`src/rtl/store_align_buffer.sv`:
```
// Store alignment buffer: decodes CPU stores into byte enables and lane-replicated data,
// queues them in an in-order FIFO, drains to data memory and flags loads hitting pending stores.
module store_align_buffer #(
    parameter int DEPTH = 4
) (
    input  logic                       clk,
    input  logic                       reset_n,
    input  logic                       st_valid,
    output logic                       st_ready,
    input  logic [31:0]                st_addr,
    input  logic [31:0]                st_data,
    input  logic [1:0]                 st_type,
    output logic                       align_err,
    output logic                       mem_valid,
    input  logic                       mem_ready,
    output logic [31:0]                mem_addr,
    output logic [31:0]                mem_wdata,
    output logic [3:0]                 mem_be,
    input  logic [31:0]                ld_addr,
    output logic                       ld_hit,
    output logic [$clog2(DEPTH):0]     count
);

    localparam int AW = $clog2(DEPTH);
    localparam int CW = AW + 1;
    localparam logic [CW-1:0] FULL_CNT = CW'(DEPTH);

    logic [AW-1:0] wr_ptr, rd_ptr;
    logic [29:0]   addr_mem [DEPTH];
    logic [31:0]   data_mem [DEPTH];
    logic [3:0]    be_mem   [DEPTH];

    logic          legal;
    logic [3:0]    be_new;
    logic [31:0]   wdata_new;
    logic          accept, push, pop;
    logic [AW-1:0] idx;

    always_comb begin
        legal     = 1'b0;
        be_new    = '0;
        wdata_new = st_data;
        case (st_type)
            2'b01: begin
                legal     = 1'b1;
                be_new    = 4'b0001 << st_addr[1:0];
                wdata_new = {4{st_data[7:0]}};
            end
            2'b10: begin
                legal     = ~st_addr[0];
                be_new    = st_addr[1] ? 4'b1100 : 4'b0011;
                wdata_new = {2{st_data[15:0]}};
            end
            2'b11: begin
                legal     = (st_addr[1:0] == 2'b00);
                be_new    = '1;
                wdata_new = st_data;
            end
            default: ;
        endcase
    end

    // Readiness depends only on the registered count, so a same-cycle pop never frees a slot.
    assign st_ready  = (count != FULL_CNT);
    assign mem_valid = (count != '0);
    assign accept    = st_valid & st_ready;
    assign push      = accept & legal;
    assign pop       = mem_valid & mem_ready;

    always_ff @(posedge clk or negedge reset_n) begin
        if (!reset_n) begin
            wr_ptr    <= '0;
            rd_ptr    <= '0;
            count     <= '0;
            align_err <= 1'b0;
        end else begin
            align_err <= accept & ~legal;
            if (push) wr_ptr <= wr_ptr + AW'(1);
            if (pop)  rd_ptr <= rd_ptr + AW'(1);
            case ({push, pop})
                2'b10:   count <= count + CW'(1);
                2'b01:   count <= count - CW'(1);
                default: ;
            endcase
        end
    end

    always_ff @(posedge clk) begin
        if (push) begin
            addr_mem[wr_ptr] <= st_addr[31:2];
            data_mem[wr_ptr] <= wdata_new;
            be_mem[wr_ptr]   <= be_new;
        end
    end

    assign mem_addr  = {addr_mem[rd_ptr], 2'b00};
    assign mem_wdata = data_mem[rd_ptr];
    assign mem_be    = be_mem[rd_ptr];

    // Walk slots relative to the head so only occupied entries can hit.
    always_comb begin
        ld_hit = 1'b0;
        idx    = '0;
        for (int unsigned i = 0; i < DEPTH; i++) begin
            idx = rd_ptr + AW'(i);
            if ((CW'(i) < count) && (addr_mem[idx] == ld_addr[31:2])) ld_hit = 1'b1;
        end
    end

endmodule

```
`config.mk`:
```
export PLATFORM = sky130hd
export DESIGN_NAME = store_align_buffer
export DESIGN_NICKNAME = d
export VERILOG_FILES = /design/src/rtl/store_align_buffer.sv
export SDC_FILE = /design/constraint.sdc
export NUM_CORES = 1
export LEC_CHECK = 0
export BUFFER_PORTS_ARGS = -buffer_cell sky130_fd_sc_hd__buf_2
export CAP_MARGIN = 10
export CORE_MARGIN = 4
export CORE_UTILIZATION = 45
export CTS_BUF_LIST = sky130_fd_sc_hd__clkbuf_4 sky130_fd_sc_hd__clkbuf_8 sky130_fd_sc_hd__clkbuf_16
export DETAILED_ROUTE_END_ITERATION = 10
export PLACE_DENSITY = 0.74
export SETUP_SLACK_MARGIN = 0.15
export SYNTH_ARGS = -nofsm -noshare
export SYNTH_HDL_FRONTEND = slang
export SYNTH_SLANG_ARGS = --single-unit
```
`constraint.sdc`:
```
create_clock -name clk -period 4.35 [get_ports clk]
set_input_delay 0.87 -clock clk [delete_from_list [all_inputs] [get_ports clk]]
set_output_delay 0.87 -clock clk [all_outputs]
set_load 0.05 [all_outputs]
```
==> results of run 1 <==
sequential cells by signal, summed over array words and instances (netlist names):
name,flops
count,3
be_mem,16
align_err,1
wr_ptr,2
addr_mem,120
data_mem,128
rd_ptr,2
critical path, cell delays in order, from the launching register on:
cell,delay [ns]
dfrtp_4,0.55
buf_12,0.17
mux2_4,0.32
a222oi_1,0.41
buf_4,0.19
nor3b_2,0.18
o22ai_1,0.13
a2111oi_2,0.44
buf_4,0.18
nand4_1,0.17
o311ai_4,0.15
buf_6,0.21
final timing paths:
kind,start,to,slack [ns],depth (start not counted)
worst max-delay path,rd_ptr[1]$_DFFE_PN0P_,ld_hit,-0.20,11
worst min-delay path,reset_n,align_err$_DFF_PN0_,0.14,1
worst max register to register,count[0]$_DFFE_PN0P_,data_mem[3][6]$_DFFE_PP_,1.61,7
worst min register to register,count[1]$_DFFE_PN0P_,count[1]$_DFFE_PN0P_,0.61,2
max in group asynchronous,reset_n,rd_ptr[0]$_DFFE_PN0P_,4.02,1
min in group clk,st_addr[17],addr_mem[1][15]$_DFFE_PP_,0.52,1
metrics by stage:
stage          setup TNS [ns]  util [%]  cell area [µm²]  worst slack [ns]  hold WS [ns]
3_3_place_gp                0     50.27            15820           0.05157        0.6054
3_5_place_dp                0     50.27            15820           0.02950        0.6113
4_1_cts               -0.1507     54.37            17110           -0.1507        0.1267
5_1_grt               -0.2975     54.40            17120           -0.2975        0.1310
6_report              -0.1955     54.41            17130           -0.1955        0.1352
2_1_floorplan               0         -            14420            0.1793        0.5744
cells by family (layout without fill, tap and decap cells):
kind of cell    Yosys count  count (layout)  share of synthesized area, %
buf+inv                  96             318                         3.679
xor+xnor                 93              93                         5.675
flops                   272             272                         56.63
compound gates          161             161                         7.750
fa+ha+maj                13              13                         1.133
other cells               1               4                       0.02613
simple gates            139             139                         4.655
mux                     182             182                         20.45
cell type report:
cell class | count | area, µm² | share of cell area, %
Antenna cell | 2 | 5.005 | 0.02922
Clock buffer | 30 | 715.7 | 4.179
Clock inverter | 21 | 209.0 | 1.220
Inverter | 28 | 105.1 | 0.6137
Multi-Input combinational cell | 590 | 5867 | 34.26
Sequential cell | 272 | 8135 | 47.50
Tap cell | 402 | 503.0 | 2.937
Timing Repair Buffer | 239 | 1585 | 9.257
placed cells by master, fill, tap and decap left out, types with 4 or more instances in the layout:
| cell type | instances |
|---|---|
| a211oi_1 | 10 |
| a211o_1 | 5 |
| ha_1 | 13 |
| dfrtp_1 | 6 |
| xnor2_1 | 41 |
| mux2i_1 | 65 |
| o221ai_1 | 4 |
| edfxtp_1 | 264 |
| buf_12 | 9 |
| a22o_1 | 8 |
| a22oi_1 | 14 |
| nand2_1 | 30 |
| nand3_1 | 6 |
| o21ai_0 | 15 |
| buf_4 | 52 |
| xor2_1 | 51 |
| inv_1 | 25 |
| o22ai_1 | 21 |
| nor3_1 | 5 |
| nor4_1 | 11 |
| mux2_2 | 16 |
| nor2_1 | 49 |
| a21oi_1 | 36 |
| mux4_2 | 86 |
| clkinv_2 | 6 |
| clkbuf_16 | 28 |
| clkinv_1 | 9 |
| buf_2 | 171 |
| nor2b_1 | 9 |
| mux2i_2 | 12 |
| nand4_1 | 9 |
| and2_4 | 4 |
| a21oi_2 | 8 |
power by group:
group / internal [µW] / switching, µW
logic: 2410 / 3940
clock network: 1370 / 1010
registers: 3120 / 132
total: 6900 / 5070
routing by layer:
| layer | share of wire (%) | track usage, % |
|---|---|---|
| met1 | 39 | 28.24 |
| met2 | 47 | 35.30 |
| met3 | 9.5 | 6.360 |
| met4 | 3.9 | 7.366 |
| met5 | 0.12 | 0 |
what timing repair did:
action	CTS	global route
gates resized for setup	20	3
gates cloned	3	0
setup buffers	20	0
setup endpoints to repair	1	1
pin swaps	7	0
==> results.cfg, run 1 <==
[status]
failing_checks = negative setup slack
outcome = complete, but fails checks

[critical_path]
setup.worst_path.start_class = register
worstPathRequired_ns = 3.48
cp.arrival_ns = 3.68
crit_type = reg2out
path_max_fanout = 9
crit_path_end_kind = output port

[detailed_routing]
dr_total_vias = 9459
viasPerCell = 5.972
routed_wirelength_um = 38990
drc_markers = 0
drt-initial-drc-count = 776
detail_route.wl_per_cell_um = 24.62
ant_nets = 0
iteration_count_of_the_initial_detailed_routing_pass = 5

[timing]
max_clock_freq_mhz = 220.0
final-max-slew-violation-count = 0
setup_ws_ns = -0.1955
finalHoldViolations = 0
period_utilisation_layout_pct = 104.5
grt_setup_unrepaired = yes
fin_crit_ns = 4.545
worst_pin_slew_ns = 0.7395
worst_case_clock_skew_ns = 0.02121
slew-limit-headroom_pct = 50.70
timing.final.setup_violations = 1

[clocking]
tritoncts_clock_tree = done
worst_skew_pair.late_latency_ns = 0.57
clk_root_buffer_cell = clkbuf_16
clock_tree.htree_level_count = 1
cts.reportedPaths.clkPinSlew_ns = 0.06
cts-hold-fix-buffers = 0
ctsLongestPathBuffers = 3
cts.sinks = 272
cts_buffers = 28

[place]
numPlacedInstances = 1508
routabilityCongestion = 1.029
hpwl_um = 28120
numPortBuffers = 172

[final_layout]
num-nets-final = 1274
areaGrowthSynthToFinish_pct = 19.32
stdcell_count = 1584
layout-drive-gt1-share_pct = 36.27
fillers = 2551

[power]
vdd_drop_max_uv = 449.7
cellLeakagePower_uw = 0.006226
power_uw = 11980
power.density_cell_area_nw_per_um2 = 699.3

[logic_synthesis]
synth-warning-count = 0
post_synth_instance_area_um2 = 14350
synth_enable_flop_cells = 264
ys.flop_type = edfxtp_1
yosys.area.top_type_share_pct = 55.23
synth.largest_area_cell = edfxtp_1
synth.distinct_cells = 66
async_flop_share_pct = 2.941
synth.avg_cell_area_um2 = 15.00
number_of_standard_cells_after_synthesis = 957
synth-seq-area-share_pct = 56.63
ys_top_cells_by_count = 264 x edfxtp_1, 86 x mux4_2, 78 x mux2i_1, 51 x xor2_1, 49 x nor2_1
ys_ff_latch = 272
post-synth-top-count-cell = edfxtp_1
netlist_top_cells_area = edfxtp_1 55%, mux4_2 13%, mux2i_1 5.4%

[die]
chipWidth_um = 186.6
dieHeight_um = 186.6
die_ar_um2 = 34820
fp.coreArea_um2 = 31470
io-pin-count = 177
standard_cell_rows = 65
floorplan.initialDensity_pct = 45.60

[global_routing]
number_of_antenna_violations_at_the_first_check_in_global_routing = 4
grt_start_max_net_pins = 54
globalRouteTotalUtil_pct = 21.71
grt_first_pass_wirelength_um = 58100
first_global_vias = 9523
gr-total-overflow = 0

[worst_hold_path]
worst_hold_path_type = in2async

[flow_run]
maxCapViolations = 0
No activity file was read; power rests on OpenSTA's default activity.
==> inputs of run 2 (changes only) <==
Settings changed: ABC_AREA from default to 1, GPL_TIMING_DRIVEN from default to 0.
==> results.cfg, run 2 <==
[logic_synthesis]
post_synth_instance_area_um2 = 15260
async_flop_share_pct = 2.941
yosys.area.top_type_share_pct = 51.94
netlist_top_cells_area = edfxtp_1 52%, nand2_1 21%, nand3_1 11%
synth_enable_flop_cells = 264
ys_top_cells_by_count = 840 x nand2_1, 350 x nand3_1, 264 x edfxtp_1, 155 x inv_1, 89 x nor2_1
synth.avg_cell_area_um2 = 7.925
post-synth-top-count-cell = nand2_1
synth-warning-count = 0
ys.flop_type = edfxtp_1
synth-seq-area-share_pct = 53.25
synth.largest_area_cell = edfxtp_1
synth.distinct_cells = 26
ys_ff_latch = 272
number_of_standard_cells_after_synthesis = 1926

[global_routing]
grt_start_max_net_pins = 29
gr-total-overflow = 0
globalRouteTotalUtil_pct = 31.73
number_of_antenna_violations_at_the_first_check_in_global_routing = 7
first_global_vias = 13900
grt_first_pass_wirelength_um = 85830

[clocking]
tritoncts_clock_tree = done
clock_tree.htree_level_count = 1
cts_buffers = 29
worst_skew_pair.late_latency_ns = 0.60
cts.reportedPaths.clkPinSlew_ns = 0.06
ctsLongestPathBuffers = 3
cts.sinks = 272
clk_root_buffer_cell = clkbuf_16
post-cts-setup-buffer-count = 0

[timing]
setup_tns_ns = 0
slew-limit-headroom_pct = 41.00
fin_crit_ns = 4.144
worst_pin_slew_ns = 0.8829
final-max-slew-violation-count = 0
period_utilisation_layout_pct = 95.26
hold-worst-slack_ns = 0.1151
timing.final.setup_violations = 0
finalHoldViolations = 0
max_clock_freq_mhz = 241.3
grt_setup_unrepaired = yes
worst_case_clock_skew_ns = 0.02090

[final_layout]
largest_register_ff_count = 128
areaGrowthSynthToFinish_pct = 18.95
finalCoreUtilization_pct = 54.15
num-nets-final = 2253
layout.cells.most_common = nand2_1
layout-drive-gt1-share_pct = 14.35
leading_registers_by_flop_count = data_mem: 128 flops, addr_mem: 120 flops, be_mem: 16 flops
antenna_cells = 0
final_cell_mix = 839 x nand2_1, 349 x nand3_1, 264 x edfxtp_1
top_register = data_mem
layout.cell_area.non_filler_um2 = 18160

[detailed_routing]
dr_total_vias = 14720
routed_wirelength_um = 59770
detail_route.wl_per_cell_um = 22.91
drt-initial-drc-count = 1957
iteration_count_of_the_initial_detailed_routing_pass = 7
drc_markers = 0
viasPerCell = 5.640
ant_nets = 0

[critical_path]
crit_type = reg2out
crit_path_end_kind = output port
path_max_fanout = 10
cp.arrival_ns = 3.27
worstPathRequired_ns = 3.48
setup.worst_path.start_class = register

[power]
vdd_drop_max_uv = 536.8
cellLeakagePower_uw = 0.008460
power_uw = 15200
power.density_cell_area_nw_per_um2 = 837.0

[die]
chipWidth_um = 192.2
io-pin-count = 177
fp.coreArea_um2 = 33530
standard_cell_rows = 67
die_ar_um2 = 36930
floorplan.initialDensity_pct = 45.52
dieHeight_um = 192.2

[place]
numPortBuffers = 172
routabilityCongestion = 1.056
hpwl_um = 43080
detailed_place.area_um2 = 16880

[status]
outcome = finished, final reports clean

[flow_run]
maxCapViolations = 0

[worst_hold_path]
worst_hold_path_type = in2async
run 2: cell types whose count changed after synthesis, moves of 21 or more:
| cell | change |
|---|---|
| a21oi_1 | -32 |
| a22oi_1 | +21 |
| buf_2 | +24 |
| inv_1 | +130 |
| mux2i_1 | -78 |
| mux4_2 | -86 |
| nand2_1 | +810 |
| nand3_1 | +344 |
| nor2_1 | +40 |
| o21ai_0 | +25 |
| xnor2_1 | -40 |
| xor2_1 | -45 |
run 2: path summary, 6_finish.rpt:
| path | end | from | slack, ns | cells after the start |
|---|---|---|---|---|
| setup / recovery | ld_hit | rd_ptr[0]$_DFFE_PN0P_ | 0.21 | 16 |
| hold / removal | rd_ptr[1]$_DFFE_PN0P_ | reset_n | 0.12 | 1 |
| setup reg to reg | addr_mem[0][7]$_DFFE_PP_ | count[0]$_DFFE_PN0P_ | 1.33 | 7 |
| hold reg to reg | count[0]$_DFFE_PN0P_ | count[0]$_DFFE_PN0P_ | 0.60 | 1 |
| max in group asynchronous | wr_ptr[1]$_DFFE_PN0P_ | reset_n | 4.05 | 1 |
| min in group clk | addr_mem[3][26]$_DFFE_PP_ | st_addr[28] | 0.48 | 1 |
run 2: cell type report:
cell class / count / area, µm²
plain buffers: 84 / 548.0
clock buffers: 30 / 733.2
clock inverters: 24 / 379.1
fillers: 3082 / 15380
inverters: 159 / 599.3
multi-input cells: 1412 / 6185
flip-flops and latches: 272 / 8128
well taps: 448 / 560.5
repair buffers: 180 / 1023
run 2: worst max-delay path, cell delays in order, from the launching register on:
cell	delay (ns)
dfrtp_1	0.45
inv_1	0.15
clkbuf_4	0.25
buf_4	0.31
nand2_1	0.08
nand2_1	0.09
nand2_1	0.07
nand3_1	0.22
nand2_1	0.08
nor2_1	0.16
nand2_1	0.07
nor2_1	0.12
nand2_1	0.06
nor2_1	0.13
nor2_1	0.05
nand2_1	0.12
clkbuf_4	0.25
run 2: where the power goes:
part	switching, µW	internal (µW)	total (µW)	leakage [µW]
clock network	1100	1770	2880	0.000545
logic	6960	2150	9110	0.00542
registers	99.0	3110	3210	0.00249
run 2: routing by layer:
| metal | vias up | share of wire [%] | GRT usage [%] |
|---|---|---|---|
| met3 | 244 | 11 | 6.961 |
| met4 | 14 | 6.4 | 16.26 |
| met1 | 6697 | 38 | 40.24 |
| li1 | 6809 | - | - |
| met2 | 951 | 45 | 51.23 |
| met5 | - | 0.17 | 0 |
run 2: repair_timing:
item                                    4_1_cts  5_1_grt
gates resized for setup                      26       46
endpoints found under the setup margin       36        7
pin swaps                                     0        0
hold buffers                                  0        0
run 2: cell families after synthesis:
family	after synthesis	synth area share, %
buf+inv	243	6.533
compound gates	106	4.189
simple gates	1283	34.48
fa+ha+maj	13	1.066
xor+xnor	8	0.4591
other cells	1	0.02457
flops	272	53.25
run 2: metrics by stage:
step | std cells | setup WS (ns)
final | 2609 | 0.2062
after global routing | 2609 | 0.1175
after CTS | 2609 | 0.1520
after detailed placement | 2555 | 0.2264
after global placement | 2547 | -3.776
after floorplan | 1927 | -0.7419
